==> src/rtl/normalize_stream_if.sv <==
// rtl/normalize_stream_if.sv - Input/output stream bundle for the mantissa normalizer.
interface normalize_stream_if #(
   parameter int WIDTH     = 32,
   parameter int EXP_WIDTH = 8
);
   localparam int SW = $clog2(WIDTH);

   logic                 in_valid;
   logic                 in_ready;
   logic [WIDTH-1:0]     in_mantissa;
   logic [EXP_WIDTH-1:0] in_exponent;
   logic                 out_valid;
   logic                 out_ready;
   logic [WIDTH-1:0]     out_mantissa;
   logic [EXP_WIDTH-1:0] out_exponent;
   logic [SW-1:0]        out_shift;
   logic                 out_zero;
   logic                 out_underflow;

   modport master (
      output in_valid, in_mantissa, in_exponent, out_ready,
      input  in_ready, out_valid, out_mantissa, out_exponent, out_shift, out_zero, out_underflow
   );

   modport slave (
      input  in_valid, in_mantissa, in_exponent, out_ready,
      output in_ready, out_valid, out_mantissa, out_exponent, out_shift, out_zero, out_underflow
   );
endinterface

==> src/rtl/normalize_stream.sv <==
// rtl/normalize_stream.sv - Two-stage mantissa normalizer with exponent clamp to denormal.
// Stage 1 captures the leading-zero count, stage 2 applies the shift and drives the outputs.
module normalize_stream #(
   parameter int WIDTH     = 32,
   parameter int EXP_WIDTH = 8
) (
   input  logic                i_clk,
   input  logic                i_reset,
   normalize_stream_if.slave   bus
);
   localparam int SW = $clog2(WIDTH);
   localparam int CW = (SW > EXP_WIDTH) ? SW : EXP_WIDTH;

   logic                 r_s1_valid;
   logic [WIDTH-1:0]     r_s1_mant;
   logic [EXP_WIDTH-1:0] r_s1_exp;
   logic [SW-1:0]        r_s1_lz;
   logic                 r_s1_zero;

   logic                 r_out_valid;
   logic [WIDTH-1:0]     r_out_mant;
   logic [EXP_WIDTH-1:0] r_out_exp;
   logic [SW-1:0]        r_out_shift;
   logic                 r_out_zero;
   logic                 r_out_uf;

   logic                 w_s2_adv;
   logic                 w_s1_adv;
   logic [SW-1:0]        w_lz;
   logic                 w_zero;
   logic                 w_uf;
   logic [SW-1:0]        w_shift;
   logic [EXP_WIDTH-1:0] w_exp;
   logic [WIDTH-1:0]     w_mant;

   assign w_s2_adv = !r_out_valid || bus.out_ready;
   assign w_s1_adv = !r_s1_valid || w_s2_adv;

   // Highest set bit wins; the all-zero case is flagged separately and lz is ignored.
   always_comb begin
      w_lz = '0;
      for (int i = 0; i < WIDTH; i++) begin
         if (bus.in_mantissa[i]) begin
            w_lz = SW'(WIDTH - 1 - i);
         end
      end
   end

   assign w_zero = (bus.in_mantissa == '0);

   always_comb begin
      w_uf    = 1'b0;
      w_shift = '0;
      w_exp   = '0;
      w_mant  = '0;
      if (!r_s1_zero) begin
         if (CW'(r_s1_lz) > CW'(r_s1_exp)) begin
            // Exponent runs out first: shift only by what it can absorb.
            w_uf    = 1'b1;
            w_shift = SW'(r_s1_exp);
            w_exp   = '0;
         end else begin
            w_shift = r_s1_lz;
            w_exp   = r_s1_exp - EXP_WIDTH'(r_s1_lz);
         end
         w_mant = r_s1_mant << w_shift;
      end
   end

   always_ff @(posedge i_clk) begin
      if (i_reset) begin
         r_s1_valid <= 1'b0;
         r_s1_mant  <= '0;
         r_s1_exp   <= '0;
         r_s1_lz    <= '0;
         r_s1_zero  <= 1'b0;
      end else if (w_s1_adv) begin
         r_s1_valid <= bus.in_valid;
         if (bus.in_valid) begin
            r_s1_mant <= bus.in_mantissa;
            r_s1_exp  <= bus.in_exponent;
            r_s1_lz   <= w_lz;
            r_s1_zero <= w_zero;
         end
      end
   end

   always_ff @(posedge i_clk) begin
      if (i_reset) begin
         r_out_valid <= 1'b0;
         r_out_mant  <= '0;
         r_out_exp   <= '0;
         r_out_shift <= '0;
         r_out_zero  <= 1'b0;
         r_out_uf    <= 1'b0;
      end else if (w_s2_adv) begin
         r_out_valid <= r_s1_valid;
         if (r_s1_valid) begin
            r_out_mant  <= w_mant;
            r_out_exp   <= w_exp;
            r_out_shift <= w_shift;
            r_out_zero  <= r_s1_zero;
            r_out_uf    <= w_uf;
         end
      end
   end

   assign bus.in_ready      = w_s1_adv;
   assign bus.out_valid     = r_out_valid;
   assign bus.out_mantissa  = r_out_mant;
   assign bus.out_exponent  = r_out_exp;
   assign bus.out_shift     = r_out_shift;
   assign bus.out_zero      = r_out_zero;
   assign bus.out_underflow = r_out_uf;
endmodule

==> src/flat_wrapper.sv <==
// flat-port wrapper written by rule: the top's interface ports become plain ports
module normalize_stream_flat 
#(
   parameter int WIDTH     = 32,
   parameter int EXP_WIDTH = 8
)
  (i_clk, i_reset, bus_in_valid, bus_in_mantissa, bus_in_exponent, bus_out_ready, bus_in_ready, bus_out_valid, bus_out_mantissa, bus_out_exponent, bus_out_shift, bus_out_zero, bus_out_underflow);
  normalize_stream_if #(.WIDTH(WIDTH), .EXP_WIDTH(EXP_WIDTH)) bus_i ();
  input  logic i_clk;
  input  logic i_reset;
  input wire logic [$bits(bus_i.in_valid)-1:0] bus_in_valid;
  input wire logic [$bits(bus_i.in_mantissa)-1:0] bus_in_mantissa;
  input wire logic [$bits(bus_i.in_exponent)-1:0] bus_in_exponent;
  input wire logic [$bits(bus_i.out_ready)-1:0] bus_out_ready;
  output wire logic [$bits(bus_i.in_ready)-1:0] bus_in_ready;
  output wire logic [$bits(bus_i.out_valid)-1:0] bus_out_valid;
  output wire logic [$bits(bus_i.out_mantissa)-1:0] bus_out_mantissa;
  output wire logic [$bits(bus_i.out_exponent)-1:0] bus_out_exponent;
  output wire logic [$bits(bus_i.out_shift)-1:0] bus_out_shift;
  output wire logic [$bits(bus_i.out_zero)-1:0] bus_out_zero;
  output wire logic [$bits(bus_i.out_underflow)-1:0] bus_out_underflow;
  assign bus_i.in_valid = bus_in_valid;
  assign bus_i.in_mantissa = bus_in_mantissa;
  assign bus_i.in_exponent = bus_in_exponent;
  assign bus_i.out_ready = bus_out_ready;
  assign bus_in_ready = bus_i.in_ready;
  assign bus_out_valid = bus_i.out_valid;
  assign bus_out_mantissa = bus_i.out_mantissa;
  assign bus_out_exponent = bus_i.out_exponent;
  assign bus_out_shift = bus_i.out_shift;
  assign bus_out_zero = bus_i.out_zero;
  assign bus_out_underflow = bus_i.out_underflow;
  normalize_stream #(.WIDTH(WIDTH), .EXP_WIDTH(EXP_WIDTH)) u_core (.i_clk(i_clk), .i_reset(i_reset), .bus(bus_i));
endmodule
==> config.mk <==
export PLATFORM = sky130hd
export DESIGN_NAME = normalize_stream_flat
export DESIGN_NICKNAME = d
export VERILOG_FILES = /design/src/rtl/normalize_stream_if.sv /design/src/rtl/normalize_stream.sv /design/src/flat_wrapper.sv
export SDC_FILE = /design/constraint.sdc
export NUM_CORES = 1
export LEC_CHECK = 0
export CAP_MARGIN = 20
export CORE_ASPECT_RATIO = 0.5
export CORE_MARGIN = 2
export CORE_UTILIZATION = 30
export DETAILED_ROUTE_END_ITERATION = 8
export GPL_TIMING_DRIVEN = 0
export SLEW_MARGIN = 15
export SYNTH_ARGS = -nofsm -noshare
export SYNTH_HDL_FRONTEND = slang
export SYNTH_SLANG_ARGS = --single-unit
==> constraint.sdc <==
create_clock -name i_clk -period 4.2 [get_ports i_clk]
set_input_delay 1.05 -clock i_clk [delete_from_list [all_inputs] [get_ports i_clk]]
set_output_delay 1.05 -clock i_clk [all_outputs]
set_load 0.02 [all_outputs]
# After elaboration in Yosys (flattened, before gate mapping)
# Index checks and enable logic that the tools add are counted.
dict set report op_classes {
  add_sub_neg 1
  mul 0
  div_mod_pow 0
  n_lt_le_gt_ge 1
  eq_ne 0
  shift 1
  mux 40
  n_bitwise 0
  reduce_logical 7
}
# cell n
set op_table {}
lappend op_table {{$mux 5} 35}
lappend op_table {{$logic_not 32->1} 1}
lappend op_table {{$mux 32} 1}
lappend op_table {{$shl 32x5->32} 1}
lappend op_table {{$mux 8} 2}
lappend op_table {{$gt 5x8->1} 1}
lappend op_table {{$sub 8x5->8} 1}
lappend op_table {{$reduce_and 2->1} 2}
lappend op_table {{$logic_not 1->1} 2}
lappend op_table {{$logic_or 1x1->1} 2}
lappend op_table {{$mux 1} 2}
dict set report totals {
  reg_bits 95
  latchBits 0
  ram_bits 0
  rom_bits 0
  input_bits 44
  out_inout_bits 49
  elab_cells 61
  n_memories 0
}

# Longest topological paths before layout
# Gate-level depths: netlist of the first run.
dict set report logic_depth {
  word_depth 32
  mapped_depth 15
  mapped_depth_nobuf 12
}

# Worst setup path before layout of the first run
# OpenSTA, ideal clock, no wires.
dict set report synth_timing {
  path_type {register to register}
  start {register u_core.r_s1_exp[0]}
  end {register u_core.r_out_mant[26] (netlist: u_core.bus.out_mantissa[26])}
  setup_time_ns 0.133
  arrival_time_ns 3.026
  required_time_ns 4.067
  setup_slack_ns 1.041
  path_stages_with_launch 15
  path_buffers 2
  period_less_slack_ns 3.159
  cell_sequence {dfxtp_1 > inv_1 > ha_1 > inv_1 > fa_1 > a211oi_2 > o21ai_4 > mux2i_1 > buf_6 > buf_12 > mux2i_2 > mux2i_1 > mux2_2 > a222oi_1 > o22ai_1}
}
dict set report synth_via {
  elab_chain_cells 5
}
# element line_no
set synth_lines {}
lappend synth_lines {{from (decl)} normalize_stream.sv:16} ;# logic [EXP_WIDTH-1:0] r_s1_exp;
lappend synth_lines {{from (signal assigned)} normalize_stream.sv:81} ;# r_s1_exp <= bus.in_exponent;
lappend synth_lines {{$gt 5x8->1} normalize_stream.sv:57} ;# if (CW'(r_s1_lz) > CW'(r_s1_exp)) begin
lappend synth_lines {{$mux 5 (*)} normalize_stream.sv:57}
lappend synth_lines {{$mux 5 (*)} normalize_stream.sv:56} ;# if (!r_s1_zero) begin
lappend synth_lines {{$shl 32x5->32 (*)} normalize_stream.sv:66} ;# w_mant = r_s1_mant << w_shift;
lappend synth_lines {{$mux 32 (*)} normalize_stream.sv:56}
lappend synth_lines {{to (signal assigned)} normalize_stream.sv:99} ;# r_out_mant <= w_mant;
lappend synth_lines {{to (decl)} normalize_stream.sv:21} ;# logic [WIDTH-1:0] r_out_mant;
# Mark *: on every way between the ends. The rest lies on a longest branch, timed or not. The select of a mux whose other input is x is not followed.
# A chain may end at the register's enable or synchronous reset.

# Worst setup path after layout of the first run
dict set report layout_timing {
  start {register u_core.r_s1_lz[0]}
  end {register u_core.r_out_mant[15] (netlist: u_core.bus.out_mantissa[15])}
}
dict set report layout_via {
  elab_chain_cells 5
}
# element line_no
set layout_lines {}
lappend layout_lines {{from (decl)} normalize_stream.sv:17} ;# logic [SW-1:0] r_s1_lz;
lappend layout_lines {{from (signal assigned)} normalize_stream.sv:82} ;# r_s1_lz <= w_lz;
lappend layout_lines {{$gt 5x8->1} normalize_stream.sv:57}
lappend layout_lines {{$mux 5 (*)} normalize_stream.sv:57}
lappend layout_lines {{$mux 5 (*)} normalize_stream.sv:56}
lappend layout_lines {{$shl 32x5->32 (*)} normalize_stream.sv:66}
lappend layout_lines {{$mux 32 (*)} normalize_stream.sv:56}
# Marks and branches as above.

==> results.py, run 1 <==
metrics = {
    "place": {
        "place.port_buffers": 91,
        "gp_congestion": 0.9464,
        "dpl.hpwl_um": 16180,
        "place_area_mm2": 0.006680,
    },
    "job": {
        "maxCapViolations": 0,
    },
    "synth": {
        "synth_nets": 727,
        "synth-main-ff-cell": "dfxtp_1",
        "synth_compound_area_share_pct": 22.05,
        "synthAdderAreaFrac_pct": 1.508,
        "synth.distinct_cells": 65,
        "postSynthAreaPerCell_um2": 8.089,
        "synthMuxAreaShare_pct": 16.54,
        "syn_area_mm2": 0.005477,
        "synth-edff-count": 0,
        "yosysSeqAreaShare_pct": 34.73,
        "synth_seq_cells": 95,
        "ys_warn_count": 0,
        "synth_xor_area_share_pct": 0.7996,
        "synthCells": 677,
        "yosys.area_share.simple_pct": 19.63,
        "async_reset_ff_share_pct": 0,
        "synth_top_family_by_area": "compound AO/OA/AOI/OAI gates",
    },
    "worst_setup_path": {
        "critPathMaxFanout": 10,
        "worstPathRequired_ps": 4450,
        "crit_type": "flop to flop",
        "r2r_start": "u_core.r_s1_lz[0]$_SDFFE_PP0P_",
        "cp.arrival_ps": 4190,
        "rr_worst_depth": 12,
        "crit_path_end_kind": "flop",
        "crit_path_start": "u_core.r_s1_lz[0]$_SDFFE_PP0P_",
        "cp-start-kind": "flop",
    },
    "die": {
        "die-area_mm2": 0.01942,
        "fp.dieH_um": 99.54,
        "initial_core_util_pct": 31.10,
        "fp.dieW_um": 195.1,
        "num_rows": 34,
        "core_mm2": 0.01761,
        "num_io_pins": 93,
    },
    "pwr": {
        "p_total_mw": 2.451,
        "pwr_density_cell_mw_per_mm2": 350.1,
        "p_leak_nw": 2.670,
        "ir_drop_uv": 157.7,
    },
    "final_layout": {
        "final_core_util_pct": 39.75,
        "antenna_cells": 0,
        "fillers": 1830,
        "finalInstanceArea_mm2": 0.007000,
        "ff_latch_area_mm2": 0.001902,
        "area_growth_pct": 27.83,
        "multi_input_area_mm2": 0.003314,
        "drive_above_1_share_pct": 6.888,
        "nets": 829,
    },
    "hold_path": {
        "whs_path_depth": 2,
        "min-delay-start": "u_core.bus.out_mantissa[12]$_SDFFE_PP0P_",
        "hold_path_class": "flop to flop",
    },
    "cts": {
        "cts-resized-gates": 0,
        "ctsLongestPathBuffers": 2,
        "numCtsBuffers": 9,
        "insertion_delay_ps": 350,
        "cts_tree": "done",
        "clock-sinks": 95,
        "clock-root-buffer": "clkbuf_16",
        "path_clk_slew_ps": 70,
        "post_cts_buffers": 0,
        "cts-hold-fix-buffers": 0,
        "h-tree-depth": 3,
    },
    "global_route": {
        "overflow": 0,
        "grt_max_degree": 17,
        "antenna_found_initial": 0,
        "grt_usage_pct": 21.35,
        "first_global_vias": 5286,
        "grt_first_pass_wirelength_um": 31670,
    },
    "route": {
        "drcViolationCount": 0,
        "vias_per_cell": 5.438,
        "vias": 5536,
        "ant_nets": 0,
        "drtIter0Drc": 632,
        "wl_um": 20590,
        "drt_pass1_iterations": 5,
        "drt-wirelength-per-cell_um": 20.23,
    },
    "timing": {
        "tightest_slew_ps": 911.3,
        "rsz0062_at_grt": "false",
        "fin_crit_sh_pct": 93.82,
        "fin_skew_ps": 10.66,
        "finalHoldViolations": 0,
        "slew_viol_final": 0,
        "fin_setup_tns_ps": 0,
        "min_period_ps": 3941,
        "fmax_mhz": 253.8,
        "setup_viol": 0,
        "maxSlewHeadroom_pct": 38.88,
    },
    "outcome": {
        "outcome": "completed",
    },
}
-- per-layer routing --
metal | vias up | part of all wire, % | global-route usage, %
met5 | - | 0 | 0
met1 | 2677 | 51 | 32.27
met2 | 187 | 41 | 30.66
li1 | 2652 | - | -
met4 | 0 | 1.3 | 4.756
met3 | 20 | 7.0 | 4.544
-- power by group --
group / switching (mW) / internal (mW)
Sequential: 0.0364 / 0.944
Clock: 0.382 / 0.523
Combinational: 0.337 / 0.228
-- critical path, cell delays in order, from the launching register on --
cell,delay [ps]
dfxtp_1,390
ha_1,190
inv_1,50
fa_1,430
a211oi_2,380
o21ai_4,180
mux2i_1,230
buf_6,210
mux2i_1,620
mux2i_1,310
mux2_2,400
nand2b_1,160
a32o_1,280
-- cell usage after synthesis (7+ instances only) --
| library cell | number | area (µm²) |
|---|---|---|
| mux2_2 | 10 | 112.6 |
| nor3_1 | 11 | 55.05 |
| buf_1 | 8 | 30.03 |
| a211oi_1 | 9 | 67.56 |
| nor2_1 | 69 | 259.0 |
| nand2_1 | 132 | 495.5 |
| mux2i_1 | 59 | 590.6 |
| clkbuf_1 | 25 | 93.84 |
| a21oi_1 | 73 | 365.4 |
| a22oi_1 | 21 | 157.7 |
| inv_1 | 14 | 52.55 |
| dfxtp_1 | 95 | 1902 |
| o21ai_0 | 23 | 115.1 |
| nor4_1 | 7 | 43.79 |
-- worst paths after layout --
path | endpoint | slack [ps]
max | u_core.bus.out_mantissa[15]$_SDFFE_PP0P_ | 260
min | u_core.bus.out_mantissa[12]$_SDFFE_PP0P_ | 440
max reg2reg | u_core.bus.out_mantissa[15]$_SDFFE_PP0P_ | 260
min reg2reg | u_core.bus.out_mantissa[12]$_SDFFE_PP0P_ | 440
-- registers in the layout (all words and copies together) (netlist names) --
signal / flops
u_core.bus.out_mantissa: 32
u_core.r_s1_mant: 32
u_core.bus.out_exponent: 8
u_core.r_s1_exp: 8
u_core.bus.out_shift: 5
u_core.r_s1_lz: 5
u_core.bus.out_underflow: 1
u_core.bus.out_valid: 1
u_core.bus.out_zero: 1
u_core.r_s1_valid: 1
u_core.r_s1_zero: 1
-- cell usage in the layout, fill, tap and decap left out, types with 9 or more instances in the layout --
cell               n
a211oi_1           9
a21oi_1           73
a22oi_1           21
clkbuf_1          25
clkbuf_16          9
clkdlybuf4s50_1   91
dfxtp_1           95
inv_1             14
mux2_2            10
mux2i_1           59
nand2_1          132
nor2_1            69
nor3_1            11
o21ai_0           23
-- kinds of logic (layout without fill, tap and decap cells) --
kind of cell / after synthesis / in the layout
flops: 95 / 95
buf+inv: 57 / 164
simple gates: 250 / 250
fa+ha+maj: 6 / 6
mux: 79 / 79
xor+xnor: 5 / 5
compound gates: 185 / 185
-- layout make-up --
type | count | share of cell area (%)
Sequential cell | 95 | 27.17
Buffer | 43 | 2.967
Multi-Input combinational cell | 525 | 47.35
Inverter | 14 | 0.7507
Tap cell | 234 | 4.182
Clock buffer | 9 | 3.217
Timing Repair Buffer | 91 | 13.01
Clock inverter | 7 | 1.358
-- metrics by stage --
stage / instances / setup WS [ps] / hold slack [ps]
floorplan: 677 / 1041 / 436.0
global placement: 1002 / 407.2 / 434.2
detailed placement: 1002 / 372.7 / 432.6
CTS: 1018 / 364.8 / 444.6
global route: 1018 / 136.3 / 483.3
finish: 1018 / 259.4 / 444.4
Power figures use the tool's default switching activity.
==> inputs of run 2 (changes only) <==
--- a/config.mk
+++ b/config.mk
@@ -9,6 +9,7 @@
 export CORE_ASPECT_RATIO = 0.5
 export CORE_MARGIN = 2
 export CORE_UTILIZATION = 30
+export CTS_BUF_LIST = sky130_fd_sc_hd__clkbuf_4 sky130_fd_sc_hd__clkbuf_8
 export DETAILED_ROUTE_END_ITERATION = 8
 export GPL_TIMING_DRIVEN = 0
 export SLEW_MARGIN = 15
==> run 2 against run 1 <==
Against the previous run: clock skew fell by 0.94 ps; first-iteration DRC count fell by 12%; register-to-register slack improved by 30 ps; critical path depth did not move; design area fell by 1.4%; clock power fell by 24%; global-route usage fell by 0.087 points; wire length fell by 0.78%; die area did not move; highest routed layer unchanged.
==> results.py, run 2 (same netlist as run 1, synthesis figures left out) <==
metrics = {
    "global_route": {
        "grt_usage_pct": 21.27,
        "first_global_vias": 5263,
        "antenna_found_initial": 0,
        "overflow": 0,
        "grt_first_pass_wirelength_um": 31510,
        "grt_max_degree": 17,
    },
    "final_layout": {
        "area_growth_pct": 25.98,
        "final_cells": 1018,
        "final_cell_mix": "132 x nand2_1, 95 x dfxtp_1, 91 x clkdlybuf4s50_1",
        "layout_commonest_cell": "nand2_1",
        "drive_above_1_share_pct": 6.888,
        "finalInstanceArea_mm2": 0.006899,
        "nets": 829,
        "antenna_cells": 0,
    },
    "worst_setup_path": {
        "path_cells": "ha_1 > inv_1 > fa_1 > a211oi_2 > o21ai_4 > mux2i_1 > buf_6 > mux2i_1 > mux2i_1 > mux2_2 > nand2b_1 > a32o_1",
        "cp.buffers_inverters": 2,
        "slowest_delay_ps": 590,
        "rrSetupSlack_ps": 290,
        "rr_endpoint": "u_core.bus.out_mantissa[15]$_SDFFE_PP0P_",
        "slowest_stage": "mux2i_1",
        "critical-path-top-delay-family": "multiplexers",
        "cp.arrival_ps": 4200,
        "cpMostUsedCell": "mux2i_1",
        "rr_worst_depth": 12,
        "r2r_start": "u_core.r_s1_lz[0]$_SDFFE_PP0P_",
        "critPathMaxFanout": 10,
        "worstPathRequired_ps": 4490,
        "crit_path_end_kind": "flop",
        "crit_type": "flop to flop",
        "crit_path_start": "u_core.r_s1_lz[0]$_SDFFE_PP0P_",
        "cp-start-kind": "flop",
    },
    "pwr": {
        "p_sw_share_pct": 32.58,
        "ir_drop_uv": 145.6,
        "p_leak_nw": 2.624,
        "p_seq_share_pct": 43.8,
        "internal_power_mw": 1.509,
        "p_sw_uw": 729.1,
        "p_comb_share_pct": 25.3,
        "pwr_density_cell_mw_per_mm2": 324.3,
        "p_clk_share_pct": 30.9,
    },
    "timing": {
        "maxSlewHeadroom_pct": 40.82,
        "tightest_slew_ps": 882.3,
        "fin_skew_ps": 9.725,
        "slew_viol_final": 0,
        "fmax_mhz": 255.6,
        "setup_viol": 0,
        "finalHoldViolations": 0,
        "rsz0062_at_grt": "false",
        "fin_crit_sh_pct": 93.14,
        "min_period_ps": 3912,
        "fin_setup_tns_ps": 0,
    },
    "cts": {
        "insertion_delay_ps": 380,
        "numCtsBuffers": 9,
        "path_clk_slew_ps": 100,
        "cts-hold-fix-buffers": 0,
        "post_cts_buffers": 0,
        "h-tree-depth": 3,
        "cts-resized-gates": 0,
        "ctsLongestPathBuffers": 2,
        "clock-root-buffer": "clkbuf_8",
        "clock-sinks": 95,
        "cts_tree": "done",
    },
    "route": {
        "vias": 5512,
        "drcViolationCount": 0,
        "drt-wirelength-per-cell_um": 20.07,
        "ant_nets": 0,
        "wl_um": 20430,
        "drtIter0Drc": 555,
        "vias_per_cell": 5.415,
        "drt_pass1_iterations": 8,
    },
    "hold_path": {
        "min-delay-start": "u_core.bus.out_mantissa[12]$_SDFFE_PP0P_",
        "hold_path_class": "flop to flop",
        "whs_path_depth": 2,
        "holdPathEnd": "u_core.bus.out_mantissa[12]$_SDFFE_PP0P_",
    },
    "die": {
        "initial_core_util_pct": 31.10,
        "fp.dieH_um": 99.54,
        "die-area_mm2": 0.01942,
        "core_mm2": 0.01761,
        "fp.dieW_um": 195.1,
        "num_rows": 34,
        "num_io_pins": 93,
    },
    "job": {
        "maxCapViolations": 0,
    },
    "place": {
        "place.port_buffers": 91,
        "dpl.cell_count": 1002,
        "place_area_mm2": 0.006680,
        "dpl.hpwl_um": 16180,
        "gp_congestion": 0.9464,
    },
    "outcome": {
        "outcome": "completed",
    },
}
-- run 2: stage by stage --
stage | setup WS [ps] | util [%] | hold slack [ps] | power, mW
floorplan | 1041 | - | 436.0 | 1.328
global placement | 407.2 | 37.93 | 434.2 | 1.550
detailed placement | 372.7 | 37.93 | 432.6 | 1.554
CTS | 359.3 | 39.17 | 449.1 | 2.237
global route | 132.8 | 39.17 | 488.0 | 2.330
finish | 288.2 | 39.17 | 447.8 | 2.238
-- run 2: cell type report --
cell class | count | area (µm²)
timing repair buffer | 91 | 910.9
fill | 1839 | 10710
sequential | 95 | 1902
clock buffer | 9 | 123.9
inverter | 14 | 52.55
buffer | 43 | 207.7
tap | 234 | 292.8
multi-input combinational | 525 | 3314
clock inverter | 7 | 95.09
-- run 2: per-layer routing --
metal | vias up | wire length, µm | global-route usage [%]
li1 | 2645 | - | -
met1 | 2657 | 10480 | 32.34
met2 | 186 | 8245 | 30.22
met3 | 24 | 1431 | 4.476
met4 | 0 | 269 | 4.932
met5 | - | 0 | 0
-- run 2: power by group through the flow --
stage               clock (mW)  sequential, mW  combinational, mW
floorplan                    0            1.01              0.314
global placement             0           0.999              0.551
detailed placement           0            1.00              0.553
CTS                      0.702           0.980              0.556
global route             0.738           0.986              0.606
finish                   0.692           0.980              0.565
-- run 2: tightest hold or removal path, delay by kind of cell (launching register included) --
family	cells	cell delay, ps
flip-flops	1	330
AND/OR/NAND/NOR	2	90
-- run 2: worst max-delay path by stage --
stage                                                    end  slack (ps)  cells past startpoint
finish              u_core.bus.out_mantissa[15]$_SDFFE_PP0P_         290                     12
detailed placement  u_core.bus.out_mantissa[15]$_SDFFE_PP0P_         370                     12
global placement    u_core.bus.out_mantissa[15]$_SDFFE_PP0P_         410                     12
global route        u_core.bus.out_mantissa[30]$_SDFFE_PP0P_         130                     11
CTS                 u_core.bus.out_mantissa[15]$_SDFFE_PP0P_         360                     12
floorplan           u_core.bus.out_mantissa[26]$_SDFFE_PP0P_        1040                     14
==> RTL edit (config.mk and constraints of run 1) <==
`EXP_WIDTH` is set to 8 in 3 places; all go to 6.
--- a/src/rtl/normalize_stream_if.sv
+++ b/src/rtl/normalize_stream_if.sv
@@ -3,3 +3,3 @@
    parameter int WIDTH     = 32,
-   parameter int EXP_WIDTH = 8
+   parameter int EXP_WIDTH = 6
 );
--- a/src/rtl/normalize_stream.sv
+++ b/src/rtl/normalize_stream.sv
@@ -4,3 +4,3 @@
    parameter int WIDTH     = 32,
-   parameter int EXP_WIDTH = 8
+   parameter int EXP_WIDTH = 6
 ) (
--- a/src/flat_wrapper.sv
+++ b/src/flat_wrapper.sv
@@ -4,3 +4,3 @@
    parameter int WIDTH     = 32,
-   parameter int EXP_WIDTH = 8
+   parameter int EXP_WIDTH = 6
 )
Ports: changed (resized bus_in_exponent and bus_out_exponent); port bits go from 93 to 89. No check against the original RTL was run, so the function may have changed too.
==> RTL edit against run 1 <==
- synthesized cell count fell by 1.6%
- final area shrank 0.95%
- worst setup slack improved by 0.026 ns
- sequential share of layout area fell by 0.88 points
- routed wire length fell by 2.0%
- synthesized area is 1.7% lower
- count of clock-buffer cells in the layout increased by 1
- sequential cell count fell by 4
- power is 0.96% lower
- non-clock buffer count shrank 2
- largest cell class unchanged
- highest routed layer unchanged
==> RTL edit: results (changes against run 1) <==
- The number of nets in the synthesized netlist was 714 (-1.8%).
- The headroom to the max-slew limit was 39.9% (+1.1 points).
- Grouping stages by cell kind, the critical path spends the most delay in compound AO/OA/AOI/OAI gates.
- The length of the first detailed-routing pass in iterations is 6 (+1).
* Multiplexer fraction of the synthesized cell area: 15.6% (-0.97 points)
- Sw Share: 30.8% (about the same)
- In the post-synthesis netlist, the biggest area contributors are dfxtp_1, mux2i_1, nand2_1, a21oi_1, nor2_1.
- The static leakage power came to 2.63 nW (-1.5%).
- The instance area at placement was 6550 sq um (-2.0%).
- Xor and xnor area share after synthesis: 0.651% (-0.15 points)
- By count the netlist is led by nand2_1, dfxtp_1, a21oi_1.
* Adder-Cell Fraction of Synth Area: 1.53% (+0.026 points)
- Delay of the slowest critical-path stage: 0.49 ns (-0.13 ns)
- Peak VDD IR: 0.228 mV (+44%)
* End-of-flow core utilization: 39.7% (-0.089 points)
- The data arrival time of the worst path is 4.16 ns (-0.03 ns).
- Post-route insts no fill: 1005 (-1.3%)
* Fraction of area in registers: 26.3% (-0.88 points)
- Routability cong.: 0.926 (-2.2%)
* Power per unit of standard cell area: 350 nW/um^2 (about the same)
* Final net count: 814 (-1.8%)
- Global-route wire length before repair: 31200 um (-1.4%)
- Number of buffers other than clock buffers in the final layout: 132 (-1.5%)
- The portion of the layout cell area used by non-clock buffers came to 15.7% (-0.30 points).
* Worst Clk Skew: 0.00875 ns (-0.00191 ns)
- The global-route usage over all layers came to 21.1% (-0.22 points).
- The routed wire length came to 20200 um (-2.0%).
- Result of the run: finished clean
- Fillers: 1799 (-1.7%)
- Fraction of final layout cells sized beyond drive strength 1: 7.91% (+1.0 points)
- The initial DRC count is 472 (-25%).
* Logic pwr share: 23.6% (+0.5 points)
* Clock buffer instance count of the final layout: 10 (+1)
- Port buffer count: 87 (-4.4%)
- The count of inverters other than clock inverters in the layout is 19 (+5).
- Die boundary width: 193 um (-0.82%)
* Number of gates given a new drive strength after cts: 1 (+1)
- Worst-path cell with the longest stage delay: a222oi_1
* Power in sequential cells: 0.000941 W (-4.0%)
* Number of synthesized register bits: 91 (-4.2%)
* CTS buffer count: 9 (unchanged)
- The register area share after synthesis came to 33.8% (-0.90 points).
- Minimum setup slack after placement: -0.143 ns (-0.516 ns)
* Via density: 5.48 (+0.85%)
- The estimated wirelength of the detail-placed design came to 15900 um (-1.9%).
- The number of instances in the placed design was 987 (-1.5%).
- The synthesized-area fraction occupied by ao, oa, aoi and oai cells was 25.7% (+3.7 points).
* Number of combinational gates with multiple inputs: 513 (-2.3%)
- The clock buffer and inverter area fraction after layout was 4.82% (+0.24 points).
- Number of global-route vias before repair: 5277 (-0.17%)
RTL edit: metal layers:
metal | part of all wire (%) | track usage, % | vias up
met3 | 6.6 | 4.38 | 11
met1 | 52 | 32.4 | 2676
met4 | 0.65 | 4.40 | 0
met2 | 41 | 30.1 | 195
met5 | 0 | 0 | -
li1 | - | - | 2630
RTL edit: kinds of logic (layout without fill, tap and decap cells):
family	Yosys count	in the layout
xor+xnor	4	4
flops	91	91
compound gates	205	205
fa+ha+maj	6	6
buf+inv	62	167
mux	75	75
simple gates	223	223
RTL edit: final timing paths:
kind	from	end	slack [ns]	cells past startpoint
max	u_core.r_s1_lz[0]	u_core.bus.out_mantissa[18]	0.29	13
min	u_core.bus.out_mantissa[8]	u_core.bus.out_mantissa[8]	0.45	2
max reg2reg	u_core.r_s1_lz[0]	u_core.bus.out_mantissa[18]	0.29	13
min reg2reg	u_core.bus.out_mantissa[8]	u_core.bus.out_mantissa[8]	0.45	2
